$ cat src/rtl/lcd_seq_pkg.sv
// Shared types and constants for the character LCD sequencer.
// The power-on init table is only used when LCD_INIT_EN is defined.
package lcd_seq_pkg;

    typedef enum logic [2:0] {
        PWRUP,
        LOAD,
        SETUP,
        EN,
        HOLD,
        WAIT,
        IDLE
    } state_t;

    localparam int unsigned INIT_LEN = 6;

    localparam logic [7:0] INIT_FUNC_SET = 8'h38;  // 8-bit bus, 2 lines, 5x8 font
    localparam logic [7:0] INIT_DISP_ON  = 8'h0C;  // display on, cursor off
    localparam logic [7:0] INIT_CLEAR    = 8'h01;  // clear display
    localparam logic [7:0] INIT_ENTRY    = 8'h06;  // increment, no shift

    // Clear (0x01) and home (0x02/0x03) need the long execution delay.
    function automatic logic is_long_cmd(input logic rs, input logic [7:0] data);
        return (!rs) && (data[7:2] == 6'd0) && (data != 8'h00);
    endfunction

    function automatic int unsigned max_u(input int unsigned a, input int unsigned b);
        return (a > b) ? a : b;
    endfunction

endpackage

$ cat src/rtl/lcd_seq_ctrl_init_rom.sv
// HD44780 power-on initialisation byte table (index -> command byte).
// Present only when LCD_INIT_EN is defined.
`ifdef LCD_INIT_EN
module lcd_init_rom
    import lcd_seq_pkg::*;
(
    input  logic [2:0] idx,
    output logic [7:0] data
);

    // Combinational lookup of the init command for the given step.
    always_comb begin
        case (idx)
            3'd0:    data = INIT_FUNC_SET;
            3'd1:    data = INIT_FUNC_SET;
            3'd2:    data = INIT_FUNC_SET;
            3'd3:    data = INIT_DISP_ON;
            3'd4:    data = INIT_CLEAR;
            3'd5:    data = INIT_ENTRY;
            default: data = 8'h00;
        endcase
    end

endmodule
`endif

$ cat src/rtl/lcd_seq_ctrl.sv
// Character LCD sequencer: power-on init, then single byte writes from one
// requester with setup / enable / hold timing and command execution delay.
// Optional feature macro: LCD_INIT_EN (internal init sequence). Without it
// the controller starts in IDLE and software performs the initialisation.
module lcd_seq_ctrl
    import lcd_seq_pkg::*;
#(
    parameter int unsigned T_PWRUP    = 750000,
    parameter int unsigned T_SETUP    = 3,
    parameter int unsigned T_EN       = 12,
    parameter int unsigned T_HOLD     = 3,
    parameter int unsigned T_CMD_WAIT = 2000,
    parameter int unsigned T_CLR_WAIT = 82000
) (
    input  logic       clk_clk,
    input  logic       reset_reset,
    input  logic       req_valid,
    input  logic       req_rs,
    input  logic [7:0] req_data,
    output logic       req_ready,
    output logic       init_done,
    output logic       busy,
    output logic       lcd_rs,
    output logic       lcd_rw,
    output logic       lcd_en,
    output logic [7:0] lcd_data
);

    localparam int unsigned T_MAX = max_u(max_u(max_u(T_PWRUP, T_SETUP), max_u(T_EN, T_HOLD)),
                                          max_u(T_CMD_WAIT, T_CLR_WAIT));
    localparam int unsigned CNT_W = $clog2(T_MAX) + 1;

`ifdef LCD_INIT_EN
    localparam state_t           RESET_STATE = PWRUP;
    localparam logic [CNT_W-1:0] RESET_CNT   = CNT_W'(T_PWRUP - 1);
    localparam logic [2:0]       IDX_LAST    = 3'(INIT_LEN - 1);
`else
    localparam state_t           RESET_STATE = IDLE;
    localparam logic [CNT_W-1:0] RESET_CNT   = '0;
`endif

    state_t           state_q, state_d;
    logic [CNT_W-1:0] cnt_q, cnt_d;
    logic             rs_q, rs_d;
    logic [7:0]       data_q, data_d;
    logic             en_q, en_d;
    logic             ready_q, ready_d;
    logic             done_q, done_d;
    logic             busy_q, busy_d;
    logic             cnt_done;

`ifdef LCD_INIT_EN
    logic [2:0]       idx_q, idx_d;
    logic [7:0]       rom_byte;

    lcd_init_rom u_rom (
        .idx  (idx_q),
        .data (rom_byte)
    );
`endif

    assign cnt_done = (cnt_q == '0);

    // Next-state, counter and pin values; the counter is reloaded on every state entry.
    always_comb begin
        state_d = state_q;
        cnt_d   = cnt_q;
        rs_d    = rs_q;
        data_d  = data_q;
        en_d    = en_q;
        ready_d = ready_q;
        done_d  = done_q;
        busy_d  = busy_q;
`ifdef LCD_INIT_EN
        idx_d   = idx_q;
`endif
        case (state_q)
`ifdef LCD_INIT_EN
            PWRUP: begin
                if (cnt_done) begin
                    state_d = LOAD;
                    idx_d   = '0;
                    busy_d  = 1'b1;
                    cnt_d   = '0;
                end else begin
                    cnt_d = cnt_q - CNT_W'(1);
                end
            end
            LOAD: begin
                rs_d    = 1'b0;
                data_d  = rom_byte;
                state_d = SETUP;
                cnt_d   = CNT_W'(T_SETUP - 1);
            end
`endif
            SETUP: begin
                if (cnt_done) begin
                    state_d = EN;
                    en_d    = 1'b1;
                    cnt_d   = CNT_W'(T_EN - 1);
                end else begin
                    cnt_d = cnt_q - CNT_W'(1);
                end
            end
            EN: begin
                if (cnt_done) begin
                    state_d = HOLD;
                    en_d    = 1'b0;
                    cnt_d   = CNT_W'(T_HOLD - 1);
                end else begin
                    cnt_d = cnt_q - CNT_W'(1);
                end
            end
            HOLD: begin
                if (cnt_done) begin
                    state_d = WAIT;
                    cnt_d   = is_long_cmd(rs_q, data_q) ? CNT_W'(T_CLR_WAIT - 1)
                                                        : CNT_W'(T_CMD_WAIT - 1);
                end else begin
                    cnt_d = cnt_q - CNT_W'(1);
                end
            end
            WAIT: begin
                if (!cnt_done) begin
                    cnt_d = cnt_q - CNT_W'(1);
`ifdef LCD_INIT_EN
                end else if (!done_q && (idx_q != IDX_LAST)) begin
                    // init_done low means this byte came from the init table
                    state_d = LOAD;
                    idx_d   = idx_q + 3'd1;
`endif
                end else begin
                    state_d = IDLE;
                    ready_d = 1'b1;
                    busy_d  = 1'b0;
                    done_d  = 1'b1;
                end
            end
            IDLE: begin
`ifndef LCD_INIT_EN
                done_d = 1'b1;
`endif
                if (req_valid && ready_q) begin
                    state_d = SETUP;
                    rs_d    = req_rs;
                    data_d  = req_data;
                    ready_d = 1'b0;
                    busy_d  = 1'b1;
                    cnt_d   = CNT_W'(T_SETUP - 1);
                end else begin
                    ready_d = 1'b1;
                    busy_d  = 1'b0;
                end
            end
            default: begin
                state_d = IDLE;
                en_d    = 1'b0;
                ready_d = 1'b0;
                busy_d  = 1'b0;
                cnt_d   = '0;
            end
        endcase
    end

    // Single state register with registered outputs; reset drops every pin at once.
    always_ff @(posedge clk_clk) begin
        if (reset_reset) begin
            state_q <= RESET_STATE;
            cnt_q   <= RESET_CNT;
            rs_q    <= 1'b0;
            data_q  <= 8'h00;
            en_q    <= 1'b0;
            ready_q <= 1'b0;
            done_q  <= 1'b0;
            busy_q  <= 1'b0;
`ifdef LCD_INIT_EN
            idx_q   <= '0;
`endif
        end else begin
            state_q <= state_d;
            cnt_q   <= cnt_d;
            rs_q    <= rs_d;
            data_q  <= data_d;
            en_q    <= en_d;
            ready_q <= ready_d;
            done_q  <= done_d;
            busy_q  <= busy_d;
`ifdef LCD_INIT_EN
            idx_q   <= idx_d;
`endif
        end
    end

    assign req_ready = ready_q;
    assign init_done = done_q;
    assign busy      = busy_q;
    assign lcd_rs    = rs_q;
    assign lcd_rw    = 1'b0;
    assign lcd_en    = en_q;
    assign lcd_data  = data_q;

endmodule

$ cat config.mk
export PLATFORM = sky130hd
export DESIGN_NAME = lcd_seq_ctrl
export DESIGN_NICKNAME = d
export VERILOG_FILES = /design/src/rtl/lcd_seq_pkg.sv /design/src/rtl/lcd_seq_ctrl_init_rom.sv /design/src/rtl/lcd_seq_ctrl.sv
export SDC_FILE = /design/constraint.sdc
export NUM_CORES = 1
export LEC_CHECK = 0
export ABC_CLOCK_PERIOD_IN_PS = 5410
export BUFFER_PORTS_ARGS = -buffer_cell sky130_fd_sc_hd__buf_2
export CORE_AREA = 2 2 89 91
export CTS_BUF_LIST = sky130_fd_sc_hd__clkbuf_16
export CTS_CLUSTER_DIAMETER = 60
export CTS_CLUSTER_SIZE = 30
export DETAILED_ROUTE_END_ITERATION = 7
export DIE_AREA = 0 0 91 93
export HOLD_SLACK_MARGIN = 0.05
export SYNTH_ARGS = -nofsm -noshare
export SYNTH_HDL_FRONTEND = slang
export SYNTH_SLANG_ARGS = --single-unit
$ cat constraint.sdc
create_clock -name clk_clk -period 5.41 [get_ports clk_clk]
set_input_delay 0.2705 -clock clk_clk [delete_from_list [all_inputs] [get_ports clk_clk]]
set_output_delay 0.2705 -clock clk_clk [all_outputs]
set_load 0.05 [all_outputs]
# Word level (Yosys, flattened, before mapping)
# Cells that the tools add are included.
[word_totals]
reg_bits = 37
output_inout_bits = 14
wordCells = 59
[classes]
add_sub_neg = 1
n_eq_ne = 11
muxes = 21
bitwise = 2
n_reduce_logical = 16
[ops]
columns = ["op", "count"]
rows = [
  ["21-bit 2-to-1 mux", 5],
  ["21-bit case mux with 5 select lines", 1],
  ["21-bit zero test", 1],
  ["21-bit by 1-bit subtractor with 21-bit output, second input constant", 1],
  ["17-bit 2-to-1 mux", 1],
  ["3-bit 2-to-1 mux", 5],
  ["3-bit case mux with 5 select lines", 1],
  ["2-bit != test, second input constant", 6],
  ["3-bit == test, second input constant", 3],
  ["1-bit case mux with 3 select lines", 3],
  ["2-bit AND reduction", 4],
  ["8-bit nonzero test", 1],
  ["3-bit by 2-bit == test with 1-bit output, second input constant", 2],
  ["6-bit zero test", 1],
  ["3-bit OR reduction", 2],
  ["5-bit AND reduction", 1],
  ["1-bit 2-to-1 mux", 4],
  ["1-bit logical AND", 3],
  ["3-bit AND reduction", 1],
  ["1-bit NOT", 2],
  ["1-bit case mux with 2 select lines", 1],
  ["2-bit nonzero test", 1],
  ["1-bit zero test", 1],
]

# Depth between registers and ports, before layout
[depth]
depth_word = 6
depth_mapped = 9

# Least setup slack after synthesis
# OpenSTA, ideal clock, no wires.
[synth_path]
path_kind = "flip-flop to flip-flop"
start = "reg ready_q (netlist: req_ready)"
end = "reg cnt_q[19]"
t_arrival_ps = 2146
required_ps = 5344
setup_slack_ps = 3198
path_stages_with_launch = 6
n_path_buf = 0
synth_period_minus_slack_ps = 2212
cell_sequence = "dfxtp_1 nand2_1 nor3b_1 or4_4 or4b_4 a21oi_2"
[synth_via]
elab_chain_cells = 3
[synth_lines]
columns = ["element", "line_no", "text"]
rows = [
  ["from (decl)", "lcd_seq_ctrl.sv:47", "logic ready_q, ready_d;"],
  ["from (signal assigned)", "lcd_seq_ctrl.sv:185", "ready_q <= ready_d;"],
  ["1-bit logical AND", "lcd_seq_ctrl.sv:143", "if (req_valid && ready_q) begin"],
  ["2-bit != test (no line)", "n/a", ""],
  ["2-bit AND reduction (no line)", "n/a", ""],
  ["to (signal assigned)", "lcd_seq_ctrl.sv:181", "cnt_q <= cnt_d;"],
  ["to (decl)", "lcd_seq_ctrl.sv:43", "logic [CNT_W-1:0] cnt_q, cnt_d;"],
]
# Every way passes these cells.
# A chain may end at the register's enable or synchronous reset.

# Worst setup path in the final report
[layout_path]
start = "reg cnt_q[2]"
end = "reg cnt_q[15]"
[layout_via]
elab_chain_cells = 3
word_cells_on_any_way = 9
cone_classes = "1 x add/sub; 1 x eq/ne; 5 x mux; 2 x reduce/logical"
[layout_lines]
columns = ["element", "line_no", "text"]
rows = [
  ["21-bit by 1-bit subtractor with 21-bit output / 21-bit zero test (equally long branches)", "n/a", ""],
  ["21-bit 2-to-1 mux, or another cell as far along", "lcd_seq_ctrl.sv:124", "if (!cnt_done) begin"],
  ["21-bit case mux with 5 select lines / 2-bit AND reduction (equally long branches)", "n/a", ""],
]
# Parallel ways exist; a longest one is shown, timed or not. The select of a mux whose other input is x is not followed.

==> Implementation_results.wiki <==
{| class="wikitable"
! Metric !! Value
|-
| Initial detailed-routing violation count || 135
|-
| Data required time at the worst endpoint || 5.62 ns
|-
| Pin count of the biggest net entering global routing || 30
|-
| Worst-case hold slack || 0.219 ns
|-
| Clock network latency to the later pin of the worst-skew pair || 0.28 ns
|-
| Worst Path Max Fanout || 23
|-
| Floorplan die height || 93 um
|-
| Number of hold buffers added after CTS || 0
|-
| Post-synthesis instance area || 2200 sq um
|-
| Final wirelength || 5570 um
|-
| Boundary pin count || 26
|-
| Leading cell types by total area after synthesis || dfxtp_1, a21oi_1, nor2_1, mux2i_1, or3_1
|-
| Antenna violations before repair || 0
|-
| Initial DRT Pass Iterations || 4
|-
| Global placement routability congestion || 0.835
|-
| Top cell type by total area after synthesis || dfxtp_1
|-
| Standard-cell rows || 32
|-
| Antenna diode instance count || 0
|-
| HPWL after detailed placement || 3920 um
|-
| Result of the run || finished clean
|-
| Yosys warnings || 0
|-
| Mean number of vias per cell || 5.36
|-
| Unrepaired setup endpoints after global routing || no
|-
| Count of state elements after synthesis || 37
|-
| Slew of the pin with the lowest slew margin || 1.18 ns
|-
| Synthesized area per cell || 8.44 sq um
|-
| Final TNS setup || 0 ns
|-
| Area fraction of the dominant cell type after synthesis || 0.336
|-
| EDFF count, synth || 0
|-
| Port bufs || 24
|-
| Max-slew violation total from the final report || 0
|-
| Clk_skew || 0.00402 ns
|-
| Drt wl/cell || 14.6 um
|-
| Fin crit share || 0.538
|-
| Type of origin of the critical path || register
|-
| Horizontal die dimension || 91 um
|-
| Final worst path period need || 2.91 ns
|-
| Critical path class || register to register
|-
| Clock-pin slew reported for the worst setup and hold paths after clock tree synthesis || 0.06 ns
|-
| Worst slew margin || 0.209
|-
| Top post-synthesis cells by count || dfxtp_1, nor2_1, a21oi_1, nand2_1, o21ai_0
|-
| Total of endpoints with negative setup slack in the final report || 0
|-
| Fraction of the yosys area taken by sequential cells || 0.336
|-
| Footprint of the multi-input gates || 1340 sq um
|-
| Total setup buffers inserted after CTS || 0
|-
| Die area || 8460 sq um
|-
| Number of buffers created by CTS || 5
|-
| Library cell used as clock root buffer || clkbuf_16
|-
| Most instantiated flip-flop cell in the synthesis netlist || dfxtp_1
|-
| Layout filler cell count || 826
|-
| Max-cap violations || 0
|-
| First-pass GRT wire length || 9240 um
|-
| Largest buffer count on any clock path || 2
|-
| Final count of hold timing violations || 0
|-
| Sequential Area || 741 sq um
|-
| Top-count cell post-synth || dfxtp_1
|-
| Core outline area || 7530 sq um
|-
| Remaining Overflow, GRT || 0
|-
| Endpoint type of the worst setup path || register
|-
| Synthesized netlist net count || 275
|-
| Starting density of the core || 0.293
|-
| Area growth syn-to-layout || 14.1%
|-
| TritonCTS clock tree || yes
|-
| Number of nets in the final layout || 293
|-
| Clk sinks || 37
|-
| Async SR Flop Fraction || 0
|-
| Library cells used by synthesis || 62
|-
| Achievable frequency || 344 MHz
|-
| Gate count after technology mapping || 261
|-
| Number of vias in the routed layout || 2046
|-
| DRC violation count after routing || 0
|-
| Min-delay worst type || input port to register
|-
| Arrival time of data at the critical path endpoint || 3.12 ns
|-
| Share of layout cells above drive strength 1 || 0.189
|-
| Count of instances resized after the clock tree is built || 0
|-
| Gr usage total || 0.135
|-
| Level count of the clock H-tree || 2
|-
| Final ANT Viol Nets || 0
|-
| Number of global-route vias before repair || 1913
|}
-- placed cells by master, fill, tap and decap left out, types with 8 or more instances in the layout --
master,Yosys,routed
a21oi_1,20,20
buf_2,0,24
dfxtp_1,37,37
mux2i_1,9,9
nand2_1,14,14
nor2_1,26,26
o21ai_0,13,13
o31ai_1,8,8
or3_1,12,12
-- flip-flops by register name, indices dropped and copies added, names as in the netlist --
register,flops
cnt_q,21
init_done,1
lcd_data,8
req_ready,1
busy,1
lcd_en,1
state_q,3
lcd_rs,1
-- routing by layer --
layer  wire, um  up-vias  part of all wire  track usage
met3        383        7             0.069       0.0403
met1       2630      948              0.47        0.179
li1           -     1028                 -            -
met4         72        0             0.013       0.0467
met2       2490       63              0.45        0.210
met5          0        -                 0            0
-- metrics by stage --
stage / instance area (sq um) / std cells / setup WS (ns) / utilization
finish: 2510 / 382 / 2.50 / 0.334
global route: 2510 / 382 / 2.23 / 0.334
CTS: 2510 / 382 / 2.50 / 0.334
detailed placement: 2370 / 374 / 2.53 / 0.315
global placement: 2370 / 374 / 2.61 / 0.315
floorplan: 2200 / 261 / 3.20 / -
-- critical path: stages (launching register included) --
cell and delay [ns]:
dfxtp_1 0.35, nor4_2 0.86, nand4bb_4 0.22, nor3_2 1.00
o21ai_0 0.22, a21oi_1 0.18
-- layout make-up --
| class | count | area share |
|---|---|---|
| Clock buffer | 5 | 0.0498 |
| Inverter | 5 | 0.00747 |
| Clock inverter | 3 | 0.00548 |
| Timing Repair Buffer | 27 | 0.0568 |
| Sequential cell | 37 | 0.295 |
| Tap cell | 102 | 0.0508 |
| Multi-Input combinational cell | 203 | 0.535 |
-- logic make-up after synthesis --
| logic type | Yosys count | synth area share |
|---|---|---|
| AND/OR/NAND/NOR | 113 | 0.317 |
| adder cells (fa/ha/maj) | 2 | 0.0114 |
| multiplexers | 9 | 0.0409 |
| buffers and inverters | 21 | 0.0534 |
| other | 1 | 0.00170 |
| XOR/XNOR | 3 | 0.0119 |
| flip-flops | 37 | 0.336 |
| AO/OA/AOI/OAI | 75 | 0.227 |
-- final timing paths --
check	cells after the start	to	slack, ns	from
max	5	cnt_q[15]$_SDFFE_PP0P_	2.50	cnt_q[2]$_SDFFE_PP0P_
min	3	lcd_data[0]$_SDFFE_PP0P_	0.22	req_data[0]
max reg2reg	5	cnt_q[15]$_SDFFE_PP0P_	2.50	cnt_q[2]$_SDFFE_PP0P_
min reg2reg	2	init_done$_SDFFE_PP0P_	0.48	init_done$_SDFFE_PP0P_
Power is left out: the tool's default activity adds up to more than one toggle a clock period on the data nets, which glitch-free logic cannot reach.
